==> src/rtl/chu_led_sequencer_if.sv <==
// FPro-style MMIO slot bus used by the LED sequencer core.
// The processor side drives the strobes; the core returns combinational read data.
interface chu_led_sequencer_if;
    logic        cs;
    logic        read;
    logic        write;
    logic [4:0]  addr;
    logic [31:0] wr_data;
    logic [31:0] rd_data;

    modport master (output cs, read, write, addr, wr_data, input rd_data);
    modport slave  (input cs, read, write, addr, wr_data, output rd_data);
endinterface

==> src/rtl/chu_led_sequencer.sv <==
// MMIO slot core that steps a W-bit output through a programmable table of
// (pattern, dwell) entries, one-shot or looping, paced by a tick prescaler.
module chu_led_sequencer #(
    parameter int W            = 4,
    parameter int DEPTH        = 8,
    parameter int PRESCALE_DEF = 100_000
) (
    input  logic                      clk,
    input  logic                      reset,
    chu_led_sequencer_if.slave        bus,
    output logic [W-1:0]              dout
);
    localparam int         IDX_W   = $clog2(DEPTH);
    localparam logic [4:0] LEN_MAX = 5'(DEPTH);
    localparam logic [5:0] TBL_END = 6'(8 + DEPTH);

    typedef enum logic [1:0] {IDLE, LOAD, DWELL, DONE} state_t;

    state_t            state, state_next;
    logic [4:0]        idx, idx_next;
    logic              loop_reg;
    logic [23:0]       presc_reg;
    logic [4:0]        len_reg;
    logic [W-1:0]      tbl_pat   [DEPTH];
    logic [15:0]       tbl_dwell [DEPTH];
    logic [15:0]       dwell_cnt;
    logic [23:0]       pre_cnt;

    logic              wr_en, ctrl_wr, start_cmd, stop_cmd;
    logic              tbl_hit;
    logic [IDX_W-1:0]  tbl_sel;
    logic [23:0]       presc_eff;
    logic [15:0]       cur_dwell;
    logic              tick, last_tick, at_end;
    logic              busy, done;
    logic              unused_read;

    assign wr_en     = bus.cs && bus.write;
    assign ctrl_wr   = wr_en && (bus.addr == 5'd0);
    assign stop_cmd  = ctrl_wr && bus.wr_data[2];
    assign start_cmd = ctrl_wr && bus.wr_data[0] && !bus.wr_data[2];

    // Reads have no side effects, so the read strobe itself is never needed.
    assign unused_read = bus.read;

    assign tbl_hit   = ({1'b0, bus.addr} >= 6'd8) && ({1'b0, bus.addr} < TBL_END);
    assign tbl_sel   = IDX_W'(bus.addr - 5'd8);

    assign presc_eff = (presc_reg == 24'd0) ? 24'd1 : presc_reg;
    assign cur_dwell = tbl_dwell[idx[IDX_W-1:0]];
    // >= keeps the prescaler from running to wrap if PRESC shrinks mid-count.
    assign tick      = (state == DWELL) && (pre_cnt >= presc_eff - 24'd1);
    assign last_tick = tick && (dwell_cnt == 16'd1);
    // Covers LEN being reduced below the running index.
    assign at_end    = (idx + 5'd1) >= len_reg;

    assign busy = (state == LOAD) || (state == DWELL);
    assign done = (state == DONE);

    always_ff @(posedge clk or posedge reset) begin
        if (reset) begin
            state <= IDLE;
            idx   <= '0;
        end else begin
            // NOTE: clocked state uses non-blocking assignments so every register
            // samples pre-edge values; blocking here would create ordering races.
            state <= state_next;
            idx   <= idx_next;
        end
    end

    always_comb begin
        // NOTE: defaults first so every path assigns every output; a missing
        // branch would otherwise infer a latch.
        state_next = state;
        idx_next   = idx;
        if (stop_cmd) begin
            state_next = IDLE;
            idx_next   = '0;
        end else if (start_cmd) begin
            state_next = LOAD;
            idx_next   = '0;
        end else begin
            case (state)
                LOAD: state_next = DWELL;
                DWELL: begin
                    if (last_tick) begin
                        if (!at_end) begin
                            idx_next   = idx + 5'd1;
                            state_next = LOAD;
                        end else if (loop_reg) begin
                            idx_next   = '0;
                            state_next = LOAD;
                        end else begin
                            state_next = DONE;
                        end
                    end
                end
                default: ;
            endcase
        end
    end

    always_ff @(posedge clk or posedge reset) begin
        if (reset) begin
            dout      <= '0;
            dwell_cnt <= '0;
            pre_cnt   <= '0;
        end else begin
            if (stop_cmd)
                dout <= '0;
            else if (state == LOAD)
                dout <= tbl_pat[idx[IDX_W-1:0]];

            if (state == LOAD) begin
                dwell_cnt <= (cur_dwell == 16'd0) ? 16'd1 : cur_dwell;
                pre_cnt   <= '0;
            end else if (state == DWELL) begin
                if (tick) begin
                    pre_cnt <= '0;
                    if (dwell_cnt != 16'd1)
                        dwell_cnt <= dwell_cnt - 16'd1;
                end else begin
                    pre_cnt <= pre_cnt + 24'd1;
                end
            end
        end
    end

    always_ff @(posedge clk or posedge reset) begin
        if (reset) begin
            loop_reg  <= 1'b0;
            presc_reg <= 24'(PRESCALE_DEF);
            len_reg   <= LEN_MAX;
            // NOTE: the table is small enough to live in flops, so it is reset
            // to a known state; a larger RAM-backed table would not be.
            for (int i = 0; i < DEPTH; i++) begin
                tbl_pat[i]   <= '0;
                tbl_dwell[i] <= '0;
            end
        end else if (wr_en) begin
            if (tbl_hit) begin
                tbl_pat[tbl_sel]   <= bus.wr_data[W-1:0];
                tbl_dwell[tbl_sel] <= bus.wr_data[31:16];
            end else begin
                case (bus.addr)
                    5'd0: loop_reg  <= bus.wr_data[1];
                    5'd2: presc_reg <= bus.wr_data[23:0];
                    5'd3: begin
                        if (bus.wr_data[4:0] == 5'd0)
                            len_reg <= 5'd1;
                        else if (bus.wr_data[4:0] > LEN_MAX)
                            len_reg <= LEN_MAX;
                        else
                            len_reg <= bus.wr_data[4:0];
                    end
                    default: ;
                endcase
            end
        end
    end

    always_comb begin
        bus.rd_data = '0;
        if (tbl_hit) begin
            bus.rd_data = {tbl_dwell[tbl_sel], {(16 - W){1'b0}}, tbl_pat[tbl_sel]};
        end else begin
            case (bus.addr)
                5'd0: bus.rd_data = {30'd0, loop_reg, 1'b0};
                5'd1: bus.rd_data = {24'd0, idx[3:0], 2'b00, done, busy};
                5'd2: bus.rd_data = {8'd0, presc_reg};
                5'd3: bus.rd_data = {27'd0, len_reg};
                default: ;
            endcase
        end
    end
endmodule

==> src/flat_wrapper.sv <==
// flat-port wrapper written by rule: the top's interface ports become plain ports
module chu_led_sequencer_flat 
#(
    parameter int W            = 4,
    parameter int DEPTH        = 8,
    parameter int PRESCALE_DEF = 100_000
)
  (clk, reset, dout, bus_cs, bus_read, bus_write, bus_addr, bus_wr_data, bus_rd_data);
  chu_led_sequencer_if bus_i ();
  input  logic clk;
  input  logic reset;
  output logic [W-1:0] dout;
  input wire logic [$bits(bus_i.cs)-1:0] bus_cs;
  input wire logic [$bits(bus_i.read)-1:0] bus_read;
  input wire logic [$bits(bus_i.write)-1:0] bus_write;
  input wire logic [$bits(bus_i.addr)-1:0] bus_addr;
  input wire logic [$bits(bus_i.wr_data)-1:0] bus_wr_data;
  output wire logic [$bits(bus_i.rd_data)-1:0] bus_rd_data;
  assign bus_i.cs = bus_cs;
  assign bus_i.read = bus_read;
  assign bus_i.write = bus_write;
  assign bus_i.addr = bus_addr;
  assign bus_i.wr_data = bus_wr_data;
  assign bus_rd_data = bus_i.rd_data;
  chu_led_sequencer #(.W(W), .DEPTH(DEPTH), .PRESCALE_DEF(PRESCALE_DEF)) u_core (.clk(clk), .reset(reset), .bus(bus_i), .dout(dout));
endmodule
==> config.mk <==
export PLATFORM = sky130hd
export DESIGN_NAME = chu_led_sequencer_flat
export DESIGN_NICKNAME = d
export VERILOG_FILES = /design/src/rtl/chu_led_sequencer_if.sv /design/src/rtl/chu_led_sequencer.sv /design/src/flat_wrapper.sv
export SDC_FILE = /design/constraint.sdc
export NUM_CORES = 1
export LEC_CHECK = 0
export BUFFER_PORTS_ARGS = -buffer_cell sky130_fd_sc_hd__buf_4
export CAP_MARGIN = 15
export CELL_PAD_IN_SITES_DETAIL_PLACEMENT = 1
export CELL_PAD_IN_SITES_GLOBAL_PLACEMENT = 2
export CORE_MARGIN = 2
export CORE_UTILIZATION = 40
export DETAILED_ROUTE_END_ITERATION = 10
export GPL_TIMING_DRIVEN = 0
export PLACE_DENSITY_LB_ADDON = 0.1
export SLEW_MARGIN = 25
export SYNTH_ARGS = -nofsm -noshare
export SYNTH_HDL_FRONTEND = slang
export SYNTH_SLANG_ARGS = --single-unit
==> constraint.sdc <==
create_clock -name clk -period 13.1 [get_ports clk]
set_clock_uncertainty 0.05 [all_clocks]
set_input_delay 2.62 -clock clk [delete_from_list [all_inputs] [get_ports clk]]
set_output_delay 2.62 -clock clk [all_outputs]
set_load 0.01 [all_outputs]
==> Word-level counts from Yosys, hierarchy flattened <==
Cells that the tools add are included.
{ "totals": {"word_cells": 124, "output_inout_bits": 36, "inputBits": 42, "regBits": 241} }
{ "classes": {"muxes": 45, "n_eq_ne": 10, "n_reduce_logical": 29, "bitwise": 3, "n_addsub": 5, "magnitude_cmp": 8} }
{ "op_table": {"columns": ["op", "count"], "rows": [
  ["$mux 16", 10],
  ["$bwmux 128", 1],
  ["$bmux 16 s3", 2],
  ["$mux 24", 4],
  ["$pmux 24 s4", 1],
  ["$demux 16 s3", 1],
  ["$mux 5", 8],
  ["$bwmux 32", 1],
  ["$mux 32", 1],
  ["$mux 4", 7],
  ["$add 24x1->24 const B", 1],
  ["$bmux 4 s3", 2],
  ["$ge 24x24->1", 1],
  ["$logic_not 24->1", 1],
  ["$sub 24x1->24 const B", 1],
  ["$eq 16x1->1 const B", 1],
  ["$logic_not 16->1", 1],
  ["$ne 16x1->1 const B", 1],
  ["$sub 16x1->16 const B", 1],
  ["$reduce_and 3->1", 5],
  ["$demux 4 s3", 1],
  ["$eq 5x2->1 const B", 2],
  ["$logic_not 5->1", 2],
  ["$mux 2", 5],
  ["22 further kinds", 39]
]} }

==> Longest topological paths before layout <==
Gate-level depths: netlist (run 1).
{ "depth": {"ltp_word": 10, "mapped_depth": 22, "mapped_depth_nobuf": 19} }

==> Least setup slack after synthesis (run 1) <==
Ideal clock, no wire load.
{ "synth_path": {"path_kind": "input -> output", "startpoint": "input bus_addr[0]", "endpoint": "output bus_rd_data[2]", "arrival_ns": 4.324, "path_buffers": 2, "path_slack_ns": 6.106, "t_required_ns": 10.430, "stages": 5, "cell_sequence": "clkbuf_1 > buf_1 > mux4_2 > a221oi_1 > o22ai_1"} }
{ "synth_between": {"elab_chain_len": 6, "elab_cells_between_ends": 14, "cone_classes": "1 x add/sub; 2 x order compare; 3 x eq/ne; 5 x mux; 1 x bitwise; 2 x reduce/logical"} }
{ "synth_lines": {"columns": ["element", "line_no", "source"], "rows": [
  ["from (decl)", "flat_wrapper.sv:16", "input wire logic [$bits(bus_i.addr)-1:0] bus_addr;"],
  ["$sub 3x1->3", "chu_led_sequencer.sv:47", "assign tbl_sel = IDX_W'(bus.addr - 5'd8);"],
  ["$not 3->4 (not written as such)", "chu_led_sequencer.sv:166", "bus.rd_data = {tbl_dwell[tbl_sel], {(16 - W){1'b0}}, tbl_pat[tbl_sel]};"],
  ["$bmux 4 s3", "chu_led_sequencer.sv:166", null],
  ["$mux 4 (not written as such) (2 in a row)", "chu_led_sequencer.sv:166", null],
  ["$mux 32 *", "chu_led_sequencer.sv:165", "if (tbl_hit) begin"],
  ["to (decl)", "flat_wrapper.sv:18", "output wire logic [$bits(bus_i.rd_data)-1:0] bus_rd_data;"]
]} }
Mark *: on every way between the ends. The rest lies on a longest branch, timed or not. The select of a mux whose other input is x is not followed.

==> Worst setup path after layout (run 1) <==
{ "layout_path": {"startpoint": "input bus_addr[2]", "endpoint": "output bus_rd_data[21]"} }
{ "layout_between": {"elab_chain_len": 6, "elab_cells_between_ends": 14, "cone_classes": "1 x add/sub; 2 x order compare; 3 x eq/ne; 5 x mux; 1 x bitwise; 2 x reduce/logical"} }
{ "layout_lines": {"columns": ["element", "line_no"], "rows": [
  ["$sub 3x1->3", "chu_led_sequencer.sv:47"],
  ["$not 3->4 (not written as such)", "chu_led_sequencer.sv:166"],
  ["$bmux 16 s3", "chu_led_sequencer.sv:166"],
  ["$mux 16 (not written as such) (2 in a row)", "chu_led_sequencer.sv:166"],
  ["$mux 32 *", "chu_led_sequencer.sv:165"]
]} }
Marks and branches as above.

==> impl_metrics.py, run 1 <==
metrics = {
    "synth": {
        "yosysUniqueCellTypes": 71,
        "synth-edff-count": 0,
        "dominantRegCellSynth": "sky130_fd_sc_hd__dfrtp_1",
        "synth_top_area_frac": 0.419,
        "synth_seq_cells": 241,
        "syn-num-nets": 1260,
        "synth_async_sr_flop_share": 1.00,
        "synth_most_common_cell": "sky130_fd_sc_hd__dfrtp_1",
        "yosysWarningCount": 0,
        "post-synth-top-area-cell": "sky130_fd_sc_hd__dfrtp_1",
        "area_of_the_mapped_netlist_sq_um": 14000,
        "post_synth.cell_area_avg_sq_um": 11.8,
        "post_synth_inst_count": 1181,
        "yosysSeqAreaShare": 0.432,
        "post_synth_most_frequent_cells": "sky130_fd_sc_hd__dfrtp_1, sky130_fd_sc_hd__mux2_2, sky130_fd_sc_hd__nor2_1",
        "synth.area.top_cells": "sky130_fd_sc_hd__dfrtp_1, sky130_fd_sc_hd__mux2_2, sky130_fd_sc_hd__mux4_2",
    },
    "setup_path": {
        "critPathSlowestCell": "sky130_fd_sc_hd__clkbuf_1",
        "reg2reg_slack_ps": 7090,
        "critical_path.max_stage_delay_ps": 790,
        "critical_path.reg2reg.startpoint": "u_core.presc_reg[12]",
        "timing.reg2reg.worst_path_depth": 21,
        "crit_path_start_kind": "input port",
        "rr_endpoint": "u_core.pre_cnt[16]",
        "cp_data_required_time_ps": 10430,
        "crit_chain": "buf_4 > clkbuf_1 > clkbuf_1 > mux4_2 > a221oi_1 > o21ai_0 > buf_4",
        "critical_path_class": "input port to primary output",
        "critical_path_peak_fanout": 10,
        "arrival_ps": 5410,
        "category_of_the_worst_setup_path_capture_point": "primary output",
    },
    "timing": {
        "finalCritPeriodShare": 0.617,
        "final_hold_viol_count": 0,
        "max_slew.worst_pin.slew_ps": 1070,
        "timing.final.max_slew_violations": 0,
        "maxSlewHeadroom": 0.287,
        "setup_viol_count_final": 0,
        "finalCriticalPeriod_ps": 8080,
        "finalSetupTns_ps": 0,
        "grt_setup_unrepaired": "false",
        "fin_hold_ws_ps": 476,
        "fmax_mhz": 124,
    },
    "layout": {
        "registers.top_by_ff_count": "u_core.tbl_dwell",
        "count_of_fill_cells_added_during_filler_insertion": 3698,
        "layout-drive-gt1-share": 0.324,
        "final_net_count": 1369,
        "largest_reg_flops": 128,
        "biggestRegsByFlops": "u_core.tbl_dwell: 128 flops, u_core.tbl_pat: 32 flops",
        "antennaDiodeCount": 0,
        "area_added_between_synthesis_and_finish_pct": 16.0,
        "final_design_area_no_fill_sq_um": 16200,
    },
    "placement": {
        "hpwl_um": 33200,
        "globalplace.congestion": 0.809,
        "buffer_ports.inserted": 74,
        "placed_area_sq_um": 15200,
    },
    "global_route": {
        "groute.usage.overall": 0.263,
        "global_routing_met2_resource_utilization": 0.423,
        "use_met1": 0.370,
        "antenna_violations_before_repair": 0,
        "grt_util_met3": 0.0439,
        "grt_remaining_overflow": 0,
        "grt_busiest_layer": "met2",
        "first_global_vias": 11200,
        "grt_start_max_net_pins": 94,
        "grt_pass1_wl_um": 71600,
    },
    "status": {
        "outcome": "finished, final reports clean",
    },
    "drt": {
        "final_antenna_net_count": 0,
        "dr_total_vias": 10600,
        "routedWlPerCell_um": 26.5,
        "route.final.wire_length_um": 46700,
        "detail_route.iter0.violations": 631,
        "drcViolationCount": 0,
        "detailedRoute.firstPassIterationCount": 5,
        "route.detailed.vias_per_inst": 6.01,
    },
    "power_and_ir_drop": {
        "netSwitchingPower_uw": 889,
        "powerDensity_nw_per_um2": 162,
        "p_int_mw": 1.74,
        "switching_share": 0.339,
        "peakVddDrop_mv": 0.118,
        "p_clk_frac": 0.326,
        "static-leakage-power_nw": 7.21,
        "total_power_mw": 2.63,
        "share_seq_of_total_power": 0.364,
        "p_comb_frac": 0.310,
    },
    "min_path": {
        "min_path_cells": 1,
        "min_delay_worst_endpoint": "u_core.tbl_dwell[70]",
        "hold_path.startpoint": "u_core.tbl_dwell[70]",
        "min-delay-path-class": "flip-flop to flip-flop",
    },
    "clock_tree": {
        "cts-hold-fix-buffers": 0,
        "clock_tree.root_cell": "sky130_fd_sc_hd__clkbuf_16",
        "insertion_delay_ps": 580,
        "htree_levels": 1,
        "cts_resized": 0,
        "numCtsBuffers": 29,
        "cts_tree": "built",
        "clock_sink_count": 241,
        "cts.clk_slew.worst_paths_ps": 50,
        "max-clock-path-buffers": 3,
        "postCtsSetupRepairBufs": 0,
    },
    "run": {
        "max_cap_viol_count": 0,
    },
    "floorplanning": {
        "placement_rows": 68,
        "fp.dieH_um": 191,
        "pin_count": 78,
        "die-area_sq_um": 36500,
        "core_area_sq_um": 34500,
        "die_width_um": 191,
        "initial_utilization": 0.406,
    },
}
## cell families after synthesis
group	share of synthesized area
multiplexers	0.290
AND/OR/NAND/NOR	0.106
flip-flops	0.432
AO/OA/AOI/OAI	0.0945
buffers and inverters	0.0287
adder cells (fa/ha/maj)	0.0331
XOR/XNOR	0.0157
## stage by stage
step | utilization | cells | setup WS, ps
2_1_floorplan | - | 1181 | 3830
3_3_place_gp | 0.439 | 1710 | 431
3_5_place_dp | 0.441 | 1712 | 5010
4_1_cts | 0.470 | 1762 | 5010
5_1_grt | 0.471 | 1764 | 4820
6_report | 0.471 | 1764 | 5020
## critical path, delay by kind of cell
kind                   cells  cell delay, ps
multiplexers               1             430
buffers and inverters      4            1760
AO/OA/AOI/OAI              2             580
## routing by layer
layer | part of all wire | vias to the layer above
met5 | 0 | -
met2 | 0.47 | 216
met3 | 0.045 | 68
li1 | - | 4697
met1 | 0.46 | 5619
met4 | 0.024 | 0
## cell usage in the layout (no fill, tap or decap), types with 22 or more instances in the layout
cell	instances
sky130_fd_sc_hd__mux4_2	64
sky130_fd_sc_hd__nand2_1	56
sky130_fd_sc_hd__mux2_2	191
sky130_fd_sc_hd__buf_4	79
sky130_fd_sc_hd__ha_1	37
sky130_fd_sc_hd__mux2i_1	47
sky130_fd_sc_hd__a31oi_1	23
sky130_fd_sc_hd__o21ai_0	36
sky130_fd_sc_hd__clkbuf_1	54
sky130_fd_sc_hd__dfrtp_1	234
sky130_fd_sc_hd__a21oi_1	37
sky130_fd_sc_hd__nand3_1	22
sky130_fd_sc_hd__clkbuf_16	29
sky130_fd_sc_hd__inv_1	25
sky130_fd_sc_hd__nor2_1	75
## power by group through the flow
stage | Clock [mW] | Combinational (mW) | Sequential, mW
floorplan | 0 | 0.557 | 0.933
global placement | 0 | 0.797 | 0.960
detailed placement | 0 | 0.816 | 0.965
CTS | 0.873 | 0.819 | 0.952
global route | 0.900 | 0.891 | 0.971
finish | 0.856 | 0.815 | 0.955
## cell type report
| type | count | area [sq um] | share of cell area |
|---|---|---|---|
| Multi-Input combinational cell | 842 | 7560 | 0.466 |
| Sequential cell | 241 | 6040 | 0.372 |
| Clock buffer | 43 | 878 | 0.0541 |
| Timing Repair Buffer | 78 | 633 | 0.0390 |
| Tap cell | 455 | 569 | 0.0351 |
| Buffer | 72 | 307 | 0.0189 |
| Clock inverter | 7 | 125 | 0.00771 |
| Inverter | 26 | 105 | 0.00648 |
## worst max-delay path by stage
stage                start                   end  slack, ps  cells past startpoint
3_5_place_dp   bus_addr[0]       bus_rd_data[30]       5010                      9
2_1_floorplan        reset        u_core.dout[0]       3830                      1
6_report       bus_addr[2]       bus_rd_data[21]       5020                      7
5_1_grt        bus_addr[0]       bus_rd_data[21]       4820                      8
3_3_place_gp         reset  u_core.dwell_cnt[12]        430                      2
4_1_cts        bus_addr[0]       bus_rd_data[30]       5010                      9
No activity file was read; power rests on OpenSTA's default activity.
==> run 2: changes to the inputs <==
clock period = 7.6 ns   (was 13.1 ns; I/O delays follow)
==> run 2 against run 1 <==
  * Sequential power is 72% higher
  * Largest cell class unchanged
  * Global-route usage hardly changed
  * Clock power is 65% higher
  * Worst setup slack worse by 3500 ps
  * Die area stayed put
==> impl_metrics.py, run 2 (synthesized netlist as in run 1, its figures left out) <==
metrics = {
    "power_and_ir_drop": {
        "static-leakage-power_nw": 7.26,
        "powerDensity_nw_per_um2": 274,
        "peakVddDrop_mv": 0.181,
    },
    "layout": {
        "highest_count_cells_in_the_layout_ignoring_fill_and_taps": "sky130_fd_sc_hd__dfrtp_1, sky130_fd_sc_hd__mux2_2, sky130_fd_sc_hd__buf_4",
        "registers.top_by_ff_count": "u_core.tbl_dwell",
        "count_of_fill_cells_added_during_filler_insertion": 3651,
        "layout-drive-gt1-share": 0.328,
        "biggestRegsByFlops": "u_core.tbl_dwell: 128 flops, u_core.tbl_pat: 32 flops",
        "largest_reg_flops": 128,
        "most_common_cell_after_layout_fill_and_taps_aside": "sky130_fd_sc_hd__dfrtp_1",
        "antennaDiodeCount": 0,
        "area_added_between_synthesis_and_finish_pct": 16.7,
        "final_net_count": 1377,
    },
    "global_route": {
        "grt_start_max_net_pins": 31,
        "grt_pass1_wl_um": 71600,
        "antenna_violations_before_repair": 1,
        "first_global_vias": 11100,
        "groute.usage.overall": 0.263,
        "grt_remaining_overflow": 0,
    },
    "drt": {
        "routedWlPerCell_um": 26.4,
        "dr_total_vias": 10700,
        "met1Wirelength_um": 22100,
        "top_signal_layer_used": "met4",
        "met2_wirelength_um": 21900,
        "route.final.wire_length_um": 46800,
        "detailedRoute.firstPassIterationCount": 5,
        "route.detailed.vias_per_inst": 6.01,
        "final_antenna_net_count": 0,
        "route.met3.wl_um": 1780,
        "drcViolationCount": 0,
        "detail_route.iter0.violations": 652,
    },
    "timing": {
        "final_hold_viol_count": 0,
        "setup_viol_count_final": 0,
        "grt_setup_unrepaired": "false",
        "fmax_mhz": 163,
        "finalCritPeriodShare": 0.806,
        "max_slew.worst_pin.slew_ps": 1070,
        "finalSetupTns_ps": 0,
        "finalCriticalPeriod_ps": 6120,
        "timing.final.max_slew_violations": 0,
        "fin_hold_ws_ps": 474,
        "maxSlewHeadroom": 0.285,
    },
    "setup_path": {
        "critical_path.reg2reg.startpoint": "u_core.presc_reg[12]",
        "rr_endpoint": "u_core.pre_cnt[21]",
        "endpoint": "u_core.pre_cnt[21]",
        "crit_path_start_kind": "flip-flop",
        "reg2reg_slack_ps": 1480,
        "timing.reg2reg.worst_path_depth": 21,
        "critical_path_class": "flip-flop to flip-flop",
        "cp_data_required_time_ps": 8040,
        "critical_path_peak_fanout": 10,
        "category_of_the_worst_setup_path_capture_point": "flip-flop",
        "cp-startpoint": "u_core.presc_reg[12]",
        "arrival_ps": 6560,
    },
    "placement": {
        "hpwl_um": 33700,
        "buffer_ports.inserted": 74,
        "globalplace.congestion": 0.807,
    },
    "clock_tree": {
        "cts_tree": "built",
        "max-clock-path-buffers": 3,
        "htree_levels": 1,
        "clock_tree.root_cell": "sky130_fd_sc_hd__clkbuf_16",
        "numCtsBuffers": 30,
        "cts.clk_slew.worst_paths_ps": 60,
        "clock_sink_count": 241,
        "insertion_delay_ps": 610,
        "cts_resized": 0,
        "postCtsSetupRepairBufs": 0,
        "cts-hold-fix-buffers": 0,
    },
    "floorplanning": {
        "initial_utilization": 0.406,
        "die_width_um": 191,
        "pin_count": 78,
        "core_area_sq_um": 34500,
        "placement_rows": 68,
        "fp.dieH_um": 191,
        "die-area_sq_um": 36500,
    },
    "min_path": {
        "hold_path.startpoint": "u_core.len_reg[3]",
        "min-delay-path-class": "flip-flop to flip-flop",
    },
    "status": {
        "outcome": "finished, final reports clean",
    },
    "run": {
        "max_cap_viol_count": 0,
    },
}
-- run 2: power breakdown --
part	switching (mW)	internal (mW)
sequential	0.169	1.48
clock	0.583	0.828
combinational	0.785	0.626
total	1.54	2.93
-- run 2: routing by layer --
metal  GRT usage  vias to the layer above
met2       0.426                      202
met5           0                        -
met3      0.0329                       63
met1       0.378                     5677
li1            -                     4713
met4      0.0605                        0
-- run 2: cell type report --
cell class                      instances  area, sq um  share of cell area
Tap cell                              455          569              0.0349
Clock inverter                          7         60.1             0.00368
Inverter                               26          101             0.00621
Multi-Input combinational cell        842         7560               0.463
Buffer                                 72          305              0.0187
Sequential cell                       241         6040               0.370
Timing Repair Buffer                   85          759              0.0465
Clock buffer                           46          921              0.0564
-- run 2: how the worst min path moves through the flow --
stage	endpoint	slack (ps)	depth (start not counted)
CTS	u_core.dwell_cnt[6]	470	1
global placement	u_core.len_reg[3]	450	2
global route	u_core.dwell_cnt[6]	480	1
floorplan	u_core.len_reg[4]	420	2
detailed placement	u_core.dwell_cnt[6]	460	1
finish	u_core.len_reg[3]	470	2
-- run 2: worst max-delay path: stages (launching register included) --
cell and delay, ps:
sky130_fd_sc_hd__dfrtp_1 420, sky130_fd_sc_hd__or4_4 560, sky130_fd_sc_hd__or3_4 350, sky130_fd_sc_hd__or3_4 390
sky130_fd_sc_hd__nor4_1 310, sky130_fd_sc_hd__nor2_1 140, sky130_fd_sc_hd__ha_1 230, sky130_fd_sc_hd__nand2_1 140
sky130_fd_sc_hd__or3_1 120, sky130_fd_sc_hd__clkbuf_1 250, sky130_fd_sc_hd__nor2_1 90, sky130_fd_sc_hd__xnor2_1 180
sky130_fd_sc_hd__ha_1 250, sky130_fd_sc_hd__and2_0 170, sky130_fd_sc_hd__a221o_1 320, sky130_fd_sc_hd__a221oi_2 270
sky130_fd_sc_hd__o31ai_2 230, sky130_fd_sc_hd__a2111oi_4 740, sky130_fd_sc_hd__buf_4 320, sky130_fd_sc_hd__buf_4 220
sky130_fd_sc_hd__a21oi_1 80, sky130_fd_sc_hd__a31oi_1 160
-- run 2: per-stage QoR --
step | worst slack (ps) | instance area (sq um) | std cells | power, mW | util
2_1_floorplan | 2540 | 14000 | 1181 | 2.57 | -
3_3_place_gp | 1080 | 15100 | 1710 | 3.03 | 0.439
3_5_place_dp | 1550 | 15300 | 1720 | 3.08 | 0.445
4_1_cts | 1490 | 16300 | 1773 | 4.51 | 0.473
5_1_grt | 1090 | 16300 | 1774 | 4.70 | 0.474
6_report | 1480 | 16300 | 1774 | 4.47 | 0.474
==> run 3: changes to the inputs <==
ABC_AREA = 1   (was default)
CORE_UTILIZATION = 36   (was 40)
clock period = 5.7 ns   (was 7.6 ns; I/O delays follow)
==> run 3 against run 2 <==
  * Synthesized area grew 2.5%
  * Hold slack lost 40 ps
  * Synthesized cell count grew 67%
  * Register-to-register slack lost 350 ps
  * Combinational power grew 6%
  * Global-route usage grew 2.9 points
  * Final cell count grew 48%
  * Sequential power grew 35%
  * Wire length grew 27%
  * Design area grew 2.4%
  * Critical path type is now input port to primary output
  * Largest cell class unchanged
==> impl_metrics.py, run 3 <==
metrics = {
    "layout": {
        "antennaDiodeCount": 0,
        "biggestRegsByFlops": "u_core.tbl_dwell: 128 flops, u_core.tbl_pat: 32 flops",
        "registers.top_by_ff_count": "u_core.tbl_dwell",
        "stdcell_count": 2630,
        "final_net_count": 2163,
        "final_design_area_no_fill_sq_um": 16700,
        "fraction_of_the_core_area_covered_by_cells_at_the_end_of_the_flow": 0.423,
        "area_added_between_synthesis_and_finish_pct": 16.6,
        "layout-drive-gt1-share": 0.0945,
        "largest_reg_flops": 128,
        "most_common_cell_after_layout_fill_and_taps_aside": "sky130_fd_sc_hd__nand2_1",
        "highest_count_cells_in_the_layout_ignoring_fill_and_taps": "sky130_fd_sc_hd__nand2_1, sky130_fd_sc_hd__o21ai_0, sky130_fd_sc_hd__dfrtp_1",
    },
    "synth": {
        "synth.area.mux_share": 0.000786,
        "yosysSeqAreaShare": 0.421,
        "synth_async_sr_flop_share": 1.00,
        "synth_seq_cells": 241,
        "post_synthesis_xor_xnor_area_fraction": 0.0257,
        "post_synth_inst_count": 1969,
        "yosysWarningCount": 0,
        "post_synth_most_frequent_cells": "sky130_fd_sc_hd__nand2_1, sky130_fd_sc_hd__o21ai_0, sky130_fd_sc_hd__dfrtp_1",
        "synth_top_family_by_area": "simple AND/OR/NAND/NOR gates",
        "yosys.area_share.simple": 0.240,
        "dominantRegCellSynth": "sky130_fd_sc_hd__dfrtp_1",
        "synth_most_common_cell": "sky130_fd_sc_hd__nand2_1",
        "area_of_the_mapped_netlist_sq_um": 14300,
        "synth_top_area_frac": 0.408,
        "synth.area.top_cells": "sky130_fd_sc_hd__dfrtp_1, sky130_fd_sc_hd__nand2_1, sky130_fd_sc_hd__o21ai_0",
        "post_synth.cell_area_avg_sq_um": 7.28,
        "syn-num-nets": 2048,
        "yosysUniqueCellTypes": 46,
        "post-synth-top-area-cell": "sky130_fd_sc_hd__dfrtp_1",
        "post_synth_fa_ha_maj_area_fraction": 0.0323,
        "synth-edff-count": 0,
        "post_synthesis_compound_gate_area_fraction": 0.192,
    },
    "timing": {
        "finalCritPeriodShare": 0.816,
        "timing.final.max_slew_violations": 0,
        "max_slew.worst_pin.slew_ps": 1060,
        "grt_setup_unrepaired": "false",
        "final.setup.worst_slack_ps": 1050,
        "setup_viol_count_final": 0,
        "finalCriticalPeriod_ps": 4650,
        "fmax_mhz": 215,
        "maxSlewHeadroom": 0.294,
        "final_hold_viol_count": 0,
    },
    "setup_path": {
        "arrival_ps": 3460,
        "critical_path.reg2reg.startpoint": "u_core.presc_reg[9]",
        "critical_path_class": "input port to primary output",
        "critical_path_peak_fanout": 10,
        "cp_data_required_time_ps": 4510,
        "reg2reg_slack_ps": 1130,
        "crit_path_start_kind": "input port",
        "timing.reg2reg.worst_path_depth": 25,
        "rr_endpoint": "u_core.pre_cnt[5]",
        "category_of_the_worst_setup_path_capture_point": "primary output",
    },
    "floorplanning": {
        "pin_count": 78,
        "fp.dieH_um": 204,
        "die_width_um": 204,
        "die-area_sq_um": 41400,
        "placement_rows": 73,
        "initial_utilization": 0.362,
        "core_area_sq_um": 39500,
    },
    "global_route": {
        "grt_start_max_net_pins": 31,
        "groute.usage.overall": 0.292,
        "antenna_violations_before_repair": 0,
        "grt_remaining_overflow": 0,
        "first_global_vias": 14900,
        "grt_pass1_wl_um": 91600,
    },
    "min_path": {
        "min_path_cells": 2,
        "hold_path.startpoint": "u_core.tbl_dwell[12]",
        "min_delay_worst_endpoint": "u_core.tbl_dwell[12]",
        "min-delay-path-class": "flip-flop to flip-flop",
    },
    "placement": {
        "dpl_worst_slack_ps": 1060,
        "globalplace.congestion": 0.885,
        "placed_area_sq_um": 15700,
        "buffer_ports.inserted": 73,
        "place_inst": 2576,
        "hpwl_um": 44800,
    },
    "clock_tree": {
        "clock_sink_count": 241,
        "clock_tree.root_cell": "sky130_fd_sc_hd__clkbuf_16",
        "cts-hold-fix-buffers": 0,
        "insertion_delay_ps": 580,
        "numCtsBuffers": 31,
        "cts_resized": 0,
        "cts_tree": "built",
        "cts.clk_slew.worst_paths_ps": 50,
        "postCtsSetupRepairBufs": 0,
        "max-clock-path-buffers": 3,
        "htree_levels": 1,
    },
    "power_and_ir_drop": {
        "total_power_mw": 5.65,
        "share_seq_of_total_power": 0.391,
        "peakVddDrop_mv": 0.234,
        "p_int_mw": 3.62,
        "p_clk_frac": 0.345,
        "powerDensity_nw_per_um2": 338,
        "p_comb_frac": 0.264,
        "switching_share": 0.358,
        "netSwitchingPower_mw": 2.02,
        "static-leakage-power_nw": 7.78,
    },
    "run": {
        "max_cap_viol_count": 0,
    },
    "drt": {
        "detailedRoute.firstPassIterationCount": 5,
        "dr_total_vias": 14300,
        "route.final.wire_length_um": 59600,
        "drcViolationCount": 0,
        "route.detailed.vias_per_inst": 5.43,
        "final_antenna_net_count": 0,
        "detail_route.iter0.violations": 947,
        "routedWlPerCell_um": 22.6,
    },
    "status": {
        "outcome": "finished, final reports clean",
    },
}
run 3: cell count changes in the layout (fill, tap and decap cells not counted), sizes merged, moves of 20 or more:
cell,delta
inv,+175
xor2,+31
nand3,+48
o21ai,+277
mux2,-190
mux4,-64
o22ai,+30
a21oi,+30
nand2,+469
mux2i,-47
or3,-20
nor2,+117
run 3: worst max-delay path, stage by stage:
cell	delay, ps
sky130_fd_sc_hd__buf_2	170
sky130_fd_sc_hd__nand2_2	290
sky130_fd_sc_hd__inv_1	200
sky130_fd_sc_hd__buf_2	270
sky130_fd_sc_hd__a22oi_1	230
sky130_fd_sc_hd__nor2_1	70
sky130_fd_sc_hd__nor4_1	500
sky130_fd_sc_hd__o21ai_0	330
sky130_fd_sc_hd__buf_4	230
run 3: power groups by stage:
stage               Clock [mW]  Sequential, mW  Combinational (mW)
finish                    1.95            2.21                1.49
global route              2.05            2.24                1.71
CTS                       1.99            2.20                1.51
detailed placement           0            2.23                1.50
global placement             0            2.22                1.45
floorplan                    0            2.16                1.00
run 3: worst max-delay path by stage:
| stage | from | slack (ps) | end |
|---|---|---|---|
| global route | u_core.presc_reg[16] | 670 | u_core.pre_cnt[5] |
| global placement | reset | -500 | u_core.dwell_cnt[4] |
| finish | bus_addr[0] | 1050 | bus_rd_data[23] |
| CTS | u_core.presc_reg[9] | 1030 | u_core.pre_cnt[15] |
| detailed placement | u_core.presc_reg[9] | 1060 | u_core.pre_cnt[4] |
| floorplan | reset | 1350 | u_core.dout[0] |
run 3: cells by family after synthesis:
family | after synthesis
simple gates | 843
compound gates | 497
xor+xnor | 42
fa+ha+maj | 37
mux | 1
flops | 241
buf+inv | 308
run 3: metrics by stage:
step	TNS, ps	hold WS, ps
4_1_cts	0	438
3_5_place_dp	0	423
6_report	0	433
5_1_grt	0	460
3_3_place_gp	-108740	418
2_1_floorplan	0	403
run 3: metal layers:
layer,vias to the layer above,share of wire,GRT usage
li1,6735,-,-
met1,7075,0.45,0.398
met2,380,0.46,0.479
met3,95,0.057,0.0444
met4,2,0.031,0.0912
met5,-,0.00015,0
run 3: final cells by class:
class | count | area [sq um]
Buffer | 107 | 502
Clock buffer | 44 | 885
Clock inverter | 10 | 103
Fill cell | 4930 | 22800
Inverter | 201 | 758
Multi-Input combinational cell | 1420 | 7040
Sequential cell | 241 | 6040
Tap cell | 525 | 657
Timing Repair Buffer | 82 | 736
